## config.mk

```make
export PLATFORM = sky130hd
export DESIGN_NAME = arbiter_rr
export DESIGN_NICKNAME = d
export VERILOG_FILES = /design/src/rtl/arbiter_rr.sv
export SDC_FILE = /design/constraint.sdc
export NUM_CORES = 1
export LEC_CHECK = 0
export CAP_MARGIN = 15
export CORE_MARGIN = 2
export CORE_UTILIZATION = 35
export DETAILED_ROUTE_END_ITERATION = 12
export PLACE_DENSITY_LB_ADDON = 0.08
export SLEW_MARGIN = 40
export SYNTH_ARGS = -nofsm -noshare
export SYNTH_HDL_FRONTEND = slang
export SYNTH_SLANG_ARGS = --single-unit
export TNS_END_PERCENT = 1
```

## constraint.sdc

```tcl
create_clock -name i_clk -period 3.85 [get_ports i_clk]
set_clock_uncertainty 0.2 [all_clocks]
set_input_delay 0.77 -clock i_clk [delete_from_list [all_inputs] [get_ports i_clk]]
set_output_delay 0.77 -clock i_clk [all_outputs]
set_load 0.05 [all_outputs]
```

## src/rtl/arbiter_rr.sv

```systemverilog
// N-requester bus arbiter with registered one-hot grant, fixed-priority or round-robin
// selection, grant hold, bus lock and a hold-timeout that pre-empts a hogging owner.
module arbiter_rr #(
    parameter int unsigned N        = 4,
    parameter int unsigned RR_MODE  = 1,
    parameter int unsigned MAX_HOLD = 8,
    localparam int unsigned IdW     = (N > 1) ? $clog2(N) : 1
) (
    input  logic           i_clk,
    input  logic           i_nrst,
    input  logic [N-1:0]   i_req,
    input  logic           i_lock,
    output logic [N-1:0]   o_gnt,
    output logic [IdW-1:0] o_gnt_id,
    output logic           o_busy,
    output logic           o_preempt
);

    localparam int unsigned CntW = (MAX_HOLD == 0) ? 1 : $clog2(MAX_HOLD + 1);
    localparam logic [CntW-1:0] CntMax = CntW'(MAX_HOLD);
    localparam logic [CntW-1:0] CntOne = (MAX_HOLD == 0) ? '0 : CntW'(1);

    typedef enum logic [0:0] {StIdle, StGrant} state_e;

    state_e          state_q, state_d;
    logic [N-1:0]    gnt_q, gnt_d;
    logic [IdW-1:0]  id_q, id_d;
    logic [IdW-1:0]  ptr_q, ptr_d;
    logic [CntW-1:0] cnt_q, cnt_d;
    logic            preempt_q, preempt_d;

    logic [N-1:0]    cand;
    logic            found;
    logic [IdW-1:0]  win;
    logic [IdW-1:0]  ptr_nxt;
    logic [IdW-1:0]  j;
    logic [CntW-1:0] cnt_inc;
    logic            grant_new;

    // Candidates exclude the current owner; when idle gnt_q is zero so the mask is all ones.
    always_comb begin
        cand  = i_req & ~gnt_q;
        found = 1'b0;
        win   = '0;
        j     = '0;
        for (int unsigned i = 0; i < N; i++) begin
            j = (RR_MODE != 0) ? IdW'((32'(ptr_q) + i) % N) : IdW'(i);
            if (!found && cand[j]) begin
                found = 1'b1;
                win   = j;
            end
        end
        ptr_nxt = (32'(win) == N - 1) ? '0 : win + 1'b1;
        cnt_inc = (cnt_q == CntMax) ? cnt_q : cnt_q + 1'b1;
    end

    always_ff @(posedge i_clk or negedge i_nrst) begin
        if (!i_nrst) begin
            state_q   <= StIdle;
            gnt_q     <= '0;
            id_q      <= '0;
            ptr_q     <= '0;
            cnt_q     <= '0;
            preempt_q <= 1'b0;
        end else begin
            state_q   <= state_d;
            gnt_q     <= gnt_d;
            id_q      <= id_d;
            ptr_q     <= ptr_d;
            cnt_q     <= cnt_d;
            preempt_q <= preempt_d;
        end
    end

    always_comb begin
        state_d   = state_q;
        gnt_d     = gnt_q;
        id_d      = id_q;
        ptr_d     = ptr_q;
        cnt_d     = cnt_q;
        preempt_d = 1'b0;
        grant_new = 1'b0;
        unique case (state_q)
            StIdle: begin
                if (found) begin
                    grant_new = 1'b1;
                end
            end
            StGrant: begin
                if (!i_req[id_q]) begin
                    // Release beats lock and timeout; hand over with no idle cycle.
                    if (found) begin
                        grant_new = 1'b1;
                    end else begin
                        state_d = StIdle;
                        gnt_d   = '0;
                        id_d    = '0;
                        cnt_d   = '0;
                    end
                end else if (i_lock) begin
                    cnt_d = cnt_inc;
                end else if (MAX_HOLD != 0 && cnt_q == CntMax && found) begin
                    grant_new = 1'b1;
                    preempt_d = 1'b1;
                end else begin
                    cnt_d = cnt_inc;
                end
            end
            default: ;
        endcase
        if (grant_new) begin
            state_d   = StGrant;
            gnt_d     = '0;
            gnt_d[win] = 1'b1;
            id_d      = win;
            ptr_d     = ptr_nxt;
            cnt_d     = CntOne;
        end
    end

    always_comb begin
        o_gnt     = gnt_q;
        o_gnt_id  = id_q;
        o_busy    = |gnt_q;
        o_preempt = preempt_q;
    end

endmodule

```

---- Word-level counts from Yosys, hierarchy flattened ----
Cells that the tools add are included.
operators by class
  reduce and logical (&&, ||, !) cells .... 12
  bitwise gates (word level) .............. 3
  add/subtract/negate cells ............... 5
  $lt $le $gt $ge ......................... 7
  eq/ne operators ......................... 6
  multiplexer cells ....................... 45
operators with widths
  cell                   number
  $mux W4                10
  $mux W1                19
  $lt A2 B3 Y1 const B   6
  $mux W2                9
  $bmux W1 S2            5
  $reduce_and A3 Y1      2
  $logic_and A1 B1 Y1    5
  $add A2 B1 Y2 const B  2
  $add A2 B2 Y2 const B  2
  $add A4 B1 Y4 const B  1
  $and A4 B4 Y4          1
  $eq A4 B4 Y1 const B   1
  $ne A4 B4 Y1 const B   1
  $not A4 Y4             1
  $reduce_or A4 Y1       1
  $logic_not A1 Y1       3
  $ne A3 B1 Y1 const B   1
  $demux W1 S2           1
  $eq A2 B2 Y1 const B   1
  $ge A2 B1 Y1 const B   1
  $ne A2 B1 Y1 const B   1
  $ne A2 B2 Y1 const B   1
  $pmux W1 S2            1
  $reduce_bool A2 Y1     1
  $not A1 Y1             1
storage, ports and cells
  word-level logic and storage cells ...... 84
  bits in registers ....................... 14
  output and inout bits ................... 8
  bits of input ports ..................... 7

---- Logic depth before layout (Yosys ltp) ----
  depth in word-level cells ............... 21
  depth in mapped cells ................... 6

---- Worst setup path after synthesis ----
OpenSTA, ideal clock, no wires.
  kind .................................... input port to flip-flop
  start point ............................. input i_req[0]
  end point ............................... register ptr_q[1]
  required time ........................... 3.525 ns
  arrival ................................. 2.051 ns
  cell stages on the path ................. 6
  setup slack ............................. 1.474 ns
  cell sequence ........................... nor2b_1 a21oi_1 o21ai_0 inv_1 ha_1 mux2_4
between the ends
  elaborated cells on any way between the ends .. 34
  classes of those cells .................. add/sub (1); eq/ne (1); mux (24); bitwise (1); reduce/logical (7)
RTL lines
  element                                               RTL line  source
  from (decl)                                           11        input logic [N-1:0] i_req,
  $and A4 B4 Y4 *                                       42        cand = i_req & ~gnt_q;
  $bmux W1 S2                                           48        if (!found && cand[j]) begin
  $mux W1 (not written as such)                         48
  $mux W1                                               48
  $logic_not A1 Y1                                      48
  $logic_and A1 B1 Y1                                   48
  $mux W1                                               48
  $logic_not A1 Y1                                      48
  $logic_and A1 B1 Y1                                   48
  $mux W1                                               48
  $logic_not A1 Y1                                      48
  $logic_and A1 B1 Y1                                   48
  $mux W2 *                                             48
  $add A2 B1 Y2 / $eq A2 B2 Y1 (equally long branches)  53        ptr_nxt = (32'(win) == N - 1) ? '0 : win + 1'b1;
  $mux W2 *                                             53
  via ptr_nxt[1]                                        35        logic [IdW-1:0] ptr_nxt;
  to (signal assigned)                                  69        ptr_q <= ptr_d;
  to (decl)                                             28        logic [IdW-1:0] ptr_q, ptr_d;
The timed path passes the listed nets; every way through them passes the cells marked *. The select of a mux whose other input is x is not followed.
A chain may end at the register's enable or synchronous reset.

---- Worst setup path in the final report ----
  start point ............................. register gnt_q[1] (netlist: o_gnt[1])
  end point ............................... output o_busy
between the ends
  word-level cells in the longest chain between the ends .. 1
ends and longest elaborated chain
  element                 RTL line  source
  from (decl)             26        logic [N-1:0] gnt_q, gnt_d;
  from (signal assigned)  67        gnt_q <= gnt_d;
  $reduce_or A4 Y1        124       o_busy = |gnt_q;
  to (decl)               15        output logic o_busy,
No other way between the ends.

==> flow_summary.html <==
<table>
<tr><th>Metric</th><th>Value</th></tr>
<tr><th colspan="2">Run status</th></tr>
<tr><td>Outcome</td><td>completed</td></tr>
<tr><th colspan="2">Synthesis</th></tr>
<tr><td>Ys async rst share</td><td>100%</td></tr>
<tr><td>Number of enable flip-flop cells after synthesis</td><td>0</td></tr>
<tr><td>Simple-gate area share of the yosys netlist</td><td>19.4%</td></tr>
<tr><td>Commonest register cell after synthesis</td><td>sky130_fd_sc_hd__dfrtp_1</td></tr>
<tr><td>Number of flip-flops and latches in the synthesized netlist</td><td>14</td></tr>
<tr><td>Most area-hungry cell type in the Yosys netlist</td><td>sky130_fd_sc_hd__dfrtp_1</td></tr>
<tr><td>Xor and xnor area share after synthesis</td><td>0%</td></tr>
<tr><td>Proportion of synthesized chip area in sequential cells</td><td>36.8%</td></tr>
<tr><td>Fraction of the mapped netlist area in compound gates</td><td>25.0%</td></tr>
<tr><td>Avg Inst Size Synth</td><td>10.5 um2</td></tr>
<tr><td>Combinational family with the most area after synthesis</td><td>compound AO/OA/AOI/OAI gates</td></tr>
<tr><td>Top cells by area in the synthesized netlist</td><td>sky130_fd_sc_hd__dfrtp_1 37%, sky130_fd_sc_hd__ha_1 7.9%, sky130_fd_sc_hd__a22o_2 4.2%</td></tr>
<tr><td>Number of unique standard cell types used by synthesis</td><td>37</td></tr>
<tr><td>Post-synthesis share of cell area spent on full adders, half adders and majority gates</td><td>7.88%</td></tr>
<tr><td>Synthesized instance count</td><td>91</td></tr>
<tr><td>Syn nets</td><td>104</td></tr>
<tr><td>Post-synthesis instance area</td><td>952 um2</td></tr>
<tr><td>Share of the synthesized area in the top cell type</td><td>36.8%</td></tr>
<tr><td>Count of synthesis-stage warnings from yosys</td><td>0</td></tr>
<tr><td>Proportion of synthesized area in mux cells</td><td>7.62%</td></tr>
<tr><th colspan="2">Detailed routing</th></tr>
<tr><td>Number of DRC markers after the initial detailed-route iteration</td><td>20</td></tr>
<tr><td>Vias per std cell</td><td>5.55</td></tr>
<tr><td>Vias post-DR</td><td>772</td></tr>
<tr><td>DRT Pass-1 Iters</td><td>4</td></tr>
<tr><td>Detailed-route wire length</td><td>2.11 mm</td></tr>
<tr><td>DRC violation count after routing</td><td>0</td></tr>
<tr><td>Remaining antenna violation count</td><td>0</td></tr>
<tr><td>Final routed wire length divided by cell count</td><td>15.2 um</td></tr>
<tr><th colspan="2">Floorplanning</th></tr>
<tr><td>Horiz. Die Dim</td><td>56.2 um</td></tr>
<tr><td>Chip Height</td><td>56.2 um</td></tr>
<tr><td>Starting utilization of the core area</td><td>37.7%</td></tr>
<tr><td>Floorplan core area</td><td>0.00252 mm2</td></tr>
<tr><td>FP Rows</td><td>18</td></tr>
<tr><td>Die area</td><td>0.00315 mm2</td></tr>
<tr><td>Ports placed on the boundary</td><td>15</td></tr>
<tr><th colspan="2">Pwr</th></tr>
<tr><td>Pwr dens</td><td>864 mW/mm2</td></tr>
<tr><td>Overall power after layout</td><td>1.01 mW</td></tr>
<tr><td>Static leakage</td><td>0.542 nW</td></tr>
<tr><td>Maximum vdd drop</td><td>0.463 mV</td></tr>
<tr><th colspan="2">Timing</th></tr>
<tr><td>FMAX</td><td>343 MHz</td></tr>
<tr><td>Number of slew-limit violations in the final report</td><td>0</td></tr>
<tr><td>Total of endpoints with negative setup slack in the final report</td><td>0</td></tr>
<tr><td>Share of the clock period used by the worst path after layout</td><td>75.7%</td></tr>
<tr><td>Transition at the pin with the smallest max-transition slack</td><td>0.668 ns</td></tr>
<tr><td>Setup repair after global routing missed its margin</td><td>no</td></tr>
<tr><td>Min Clock Period, post-route</td><td>2.91 ns</td></tr>
<tr><td>Slew headroom</td><td>55.3%</td></tr>
<tr><td>Total Neg Setup Slack</td><td>0 ns</td></tr>
<tr><td>Final hold violations</td><td>0</td></tr>
<tr><th colspan="2">CTS</th></tr>
<tr><td>Clock edge transition at the registers on the reported setup and hold paths</td><td>0.08 ns</td></tr>
<tr><td>Number of clock sinks seen by CTS</td><td>14</td></tr>
<tr><td>Clock H-tree levels</td><td>1</td></tr>
<tr><td>Number of setup buffers added after CTS</td><td>0</td></tr>
<tr><td>Worst-Skew Late Latency</td><td>0.29 ns</td></tr>
<tr><td>Post-cts sizing count</td><td>0</td></tr>
<tr><td>Clock buffers created by TritonCTS</td><td>3</td></tr>
<tr><td>TritonCTS clock tree</td><td>yes</td></tr>
<tr><td>Bufs on Longest Clock Path</td><td>2</td></tr>
<tr><td>Root Buffer</td><td>sky130_fd_sc_hd__clkbuf_4</td></tr>
<tr><td>CTS hold repair buffers</td><td>0</td></tr>
<tr><th colspan="2">Cells and area</th></tr>
<tr><td>Area taken by multi-input logic gates</td><td>571 um2</td></tr>
<tr><td>Count of nets after finishing</td><td>123</td></tr>
<tr><td>Diode insertion count for antenna repair</td><td>0</td></tr>
<tr><td>Design Area, Final</td><td>0.00117 mm2</td></tr>
<tr><td>Number of fill cells in the layout</td><td>252</td></tr>
<tr><td>Share of layout cells above drive strength 1</td><td>18.3%</td></tr>
<tr><td>Layout overhead on the synthesized area</td><td>22.7%</td></tr>
<tr><td>Area taken by flip-flops and latches</td><td>350 um2</td></tr>
<tr><td>Most used cells in the layout excluding fill and tap cells</td><td>14 x sky130_fd_sc_hd__dfrtp_1, 14 x sky130_fd_sc_hd__clkdlybuf4s50_1, 7 x sky130_fd_sc_hd__inv_1</td></tr>
<tr><th colspan="2">Run</th></tr>
<tr><td>Maximum Capacitance Violations</td><td>0</td></tr>
<tr><th colspan="2">Setup path</th></tr>
<tr><td>CP required</td><td>2.88 ns</td></tr>
<tr><td>Data arrival time of the worst path</td><td>1.94 ns</td></tr>
<tr><td>Path length in cells of the critical path</td><td>2</td></tr>
<tr><td>Critical path, cell by cell</td><td>or4_1 &gt; clkdlybuf4s50_1</td></tr>
<tr><td>Slowest cell on the critical path</td><td>sky130_fd_sc_hd__clkdlybuf4s50_1</td></tr>
<tr><td>Worst Path Max Fanout</td><td>5</td></tr>
<tr><td>Family with the most delay on the worst path</td><td>buffers and inverters</td></tr>
<tr><td>Number of cell instances on the worst register-to-register path</td><td>7</td></tr>
<tr><td>Number of buffers and inverters on the critical path</td><td>1</td></tr>
<tr><td>Startpoint-to-endpoint class of the critical path</td><td>reg2out</td></tr>
<tr><td>Element type at the critical path end</td><td>output port</td></tr>
<tr><td>Element type at the critical path start</td><td>flip-flop</td></tr>
<tr><td>Largest incremental delay on the critical path</td><td>0.71 ns</td></tr>
<tr><th colspan="2">Placement</th></tr>
<tr><td>Total half-perimeter wirelength after legalization and detailed placement</td><td>1.55 mm</td></tr>
<tr><td>Number of input and output port buffers inserted</td><td>14</td></tr>
<tr><td>Placer Congestion</td><td>0.756</td></tr>
<tr><td>Area after detailed placement</td><td>0.00113 mm2</td></tr>
<tr><th colspan="2">Global routing</th></tr>
<tr><td>Number of antenna violations at the first check in global routing</td><td>0</td></tr>
<tr><td>Largest net degree at the start of global routing</td><td>15</td></tr>
<tr><td>Number of global-route vias before repair</td><td>726</td></tr>
<tr><td>First-pass GRT wire length</td><td>3.52 mm</td></tr>
<tr><td>Total grt overflow</td><td>0</td></tr>
<tr><td>Gr usage total</td><td>14.5%</td></tr>
<tr><th colspan="2">Worst hold path</th></tr>
<tr><td>Number of cells on the worst hold path</td><td>1</td></tr>
<tr><td>Path category of the worst min-delay check</td><td>reg2reg</td></tr>
</table>
[sequential cells by signal, indices dropped and copies added, names as in the netlist]
name       flops
o_gnt_id       2
cnt_q          4
o_preempt      1
state_q        1
o_gnt          4
ptr_q          2
[layout make-up]
type	instances	area share, %
clock buffers	4	3.10
inverters	7	2.25
flip-flops and latches	14	30.0
well taps	30	3.21
repair buffers	15	12.6
multi-input cells	69	48.8
[path summary, 6_finish.rpt]
check	start	end	slack (ns)
worst max-delay path	o_gnt[1]	o_busy	0.94
worst min-delay path	o_gnt[3]	o_gnt[3]	0.38
worst max register to register	o_gnt[2]	ptr_q[1]	1.77
worst min register to register	o_gnt[3]	o_gnt[3]	0.38
max in group asynchronous	i_nrst	o_gnt[0]	2.34
min in group asynchronous	i_nrst	cnt_q[2]	0.67
[power by group]
part           leakage, nW  switching [mW]  internal [mW]  total (mW)
registers            0.174          0.0809          0.205       0.286
logic                0.347           0.325          0.287       0.611
clock network       0.0210          0.0541         0.0577       0.112
total                0.542           0.460          0.549        1.01
[through the flow]
| stage | instances | setup slack, ns | hold WS (ns) | util (%) |
|---|---|---|---|---|
| floorplan | 91 | 1.47 | 0.274 | - |
| global placement | 135 | 0.999 | 0.354 | 44.9 |
| detailed placement | 135 | 0.952 | 0.359 | 44.9 |
| CTS | 139 | 0.922 | 0.386 | 46.3 |
| global route | 139 | 0.875 | 0.416 | 46.3 |
| finish | 139 | 0.937 | 0.377 | 46.3 |
[kinds of logic after synthesis]
logic type,after synthesis
flip-flops,14
AO/OA/AOI/OAI,29
AND/OR/NAND/NOR,29
adder cells (fa/ha/maj),6
multiplexers,5
buffers and inverters,8
[worst register-to-register path, stage by stage, from the launching register on]
cell and delay [ns]:
sky130_fd_sc_hd__dfrtp_1 0.43, sky130_fd_sc_hd__nand2b_1 0.23, sky130_fd_sc_hd__o21a_1 0.19, sky130_fd_sc_hd__o21ai_0 0.14, sky130_fd_sc_hd__buf_4 0.17, sky130_fd_sc_hd__inv_1 0.07, sky130_fd_sc_hd__ha_1 0.28, sky130_fd_sc_hd__mux2_4 0.25
[per-layer routing]
metal	vias to the layer above	GRT usage (%)	part of all wire (%)
li1	379	-	-
met1	375	21.1	53
met2	13	19.8	42
met3	5	4.88	3.6
met4	0	4.76	1.2
met5	-	0	0
[synthesized netlist by cell type, types with 3 or more instances]
| master | instances |
|---|---|
| sky130_fd_sc_hd__nor2_1 | 5 |
| sky130_fd_sc_hd__ha_1 | 6 |
| sky130_fd_sc_hd__dfrtp_1 | 14 |
| sky130_fd_sc_hd__nand2b_1 | 3 |
| sky130_fd_sc_hd__inv_1 | 7 |
| sky130_fd_sc_hd__o21ai_0 | 4 |
| sky130_fd_sc_hd__nand2_1 | 6 |
| sky130_fd_sc_hd__nor2b_1 | 3 |
| sky130_fd_sc_hd__nand3_1 | 3 |
| sky130_fd_sc_hd__a22o_2 | 4 |
| sky130_fd_sc_hd__a21oi_1 | 4 |
Note: power is estimated with default switching activity, not from simulation.
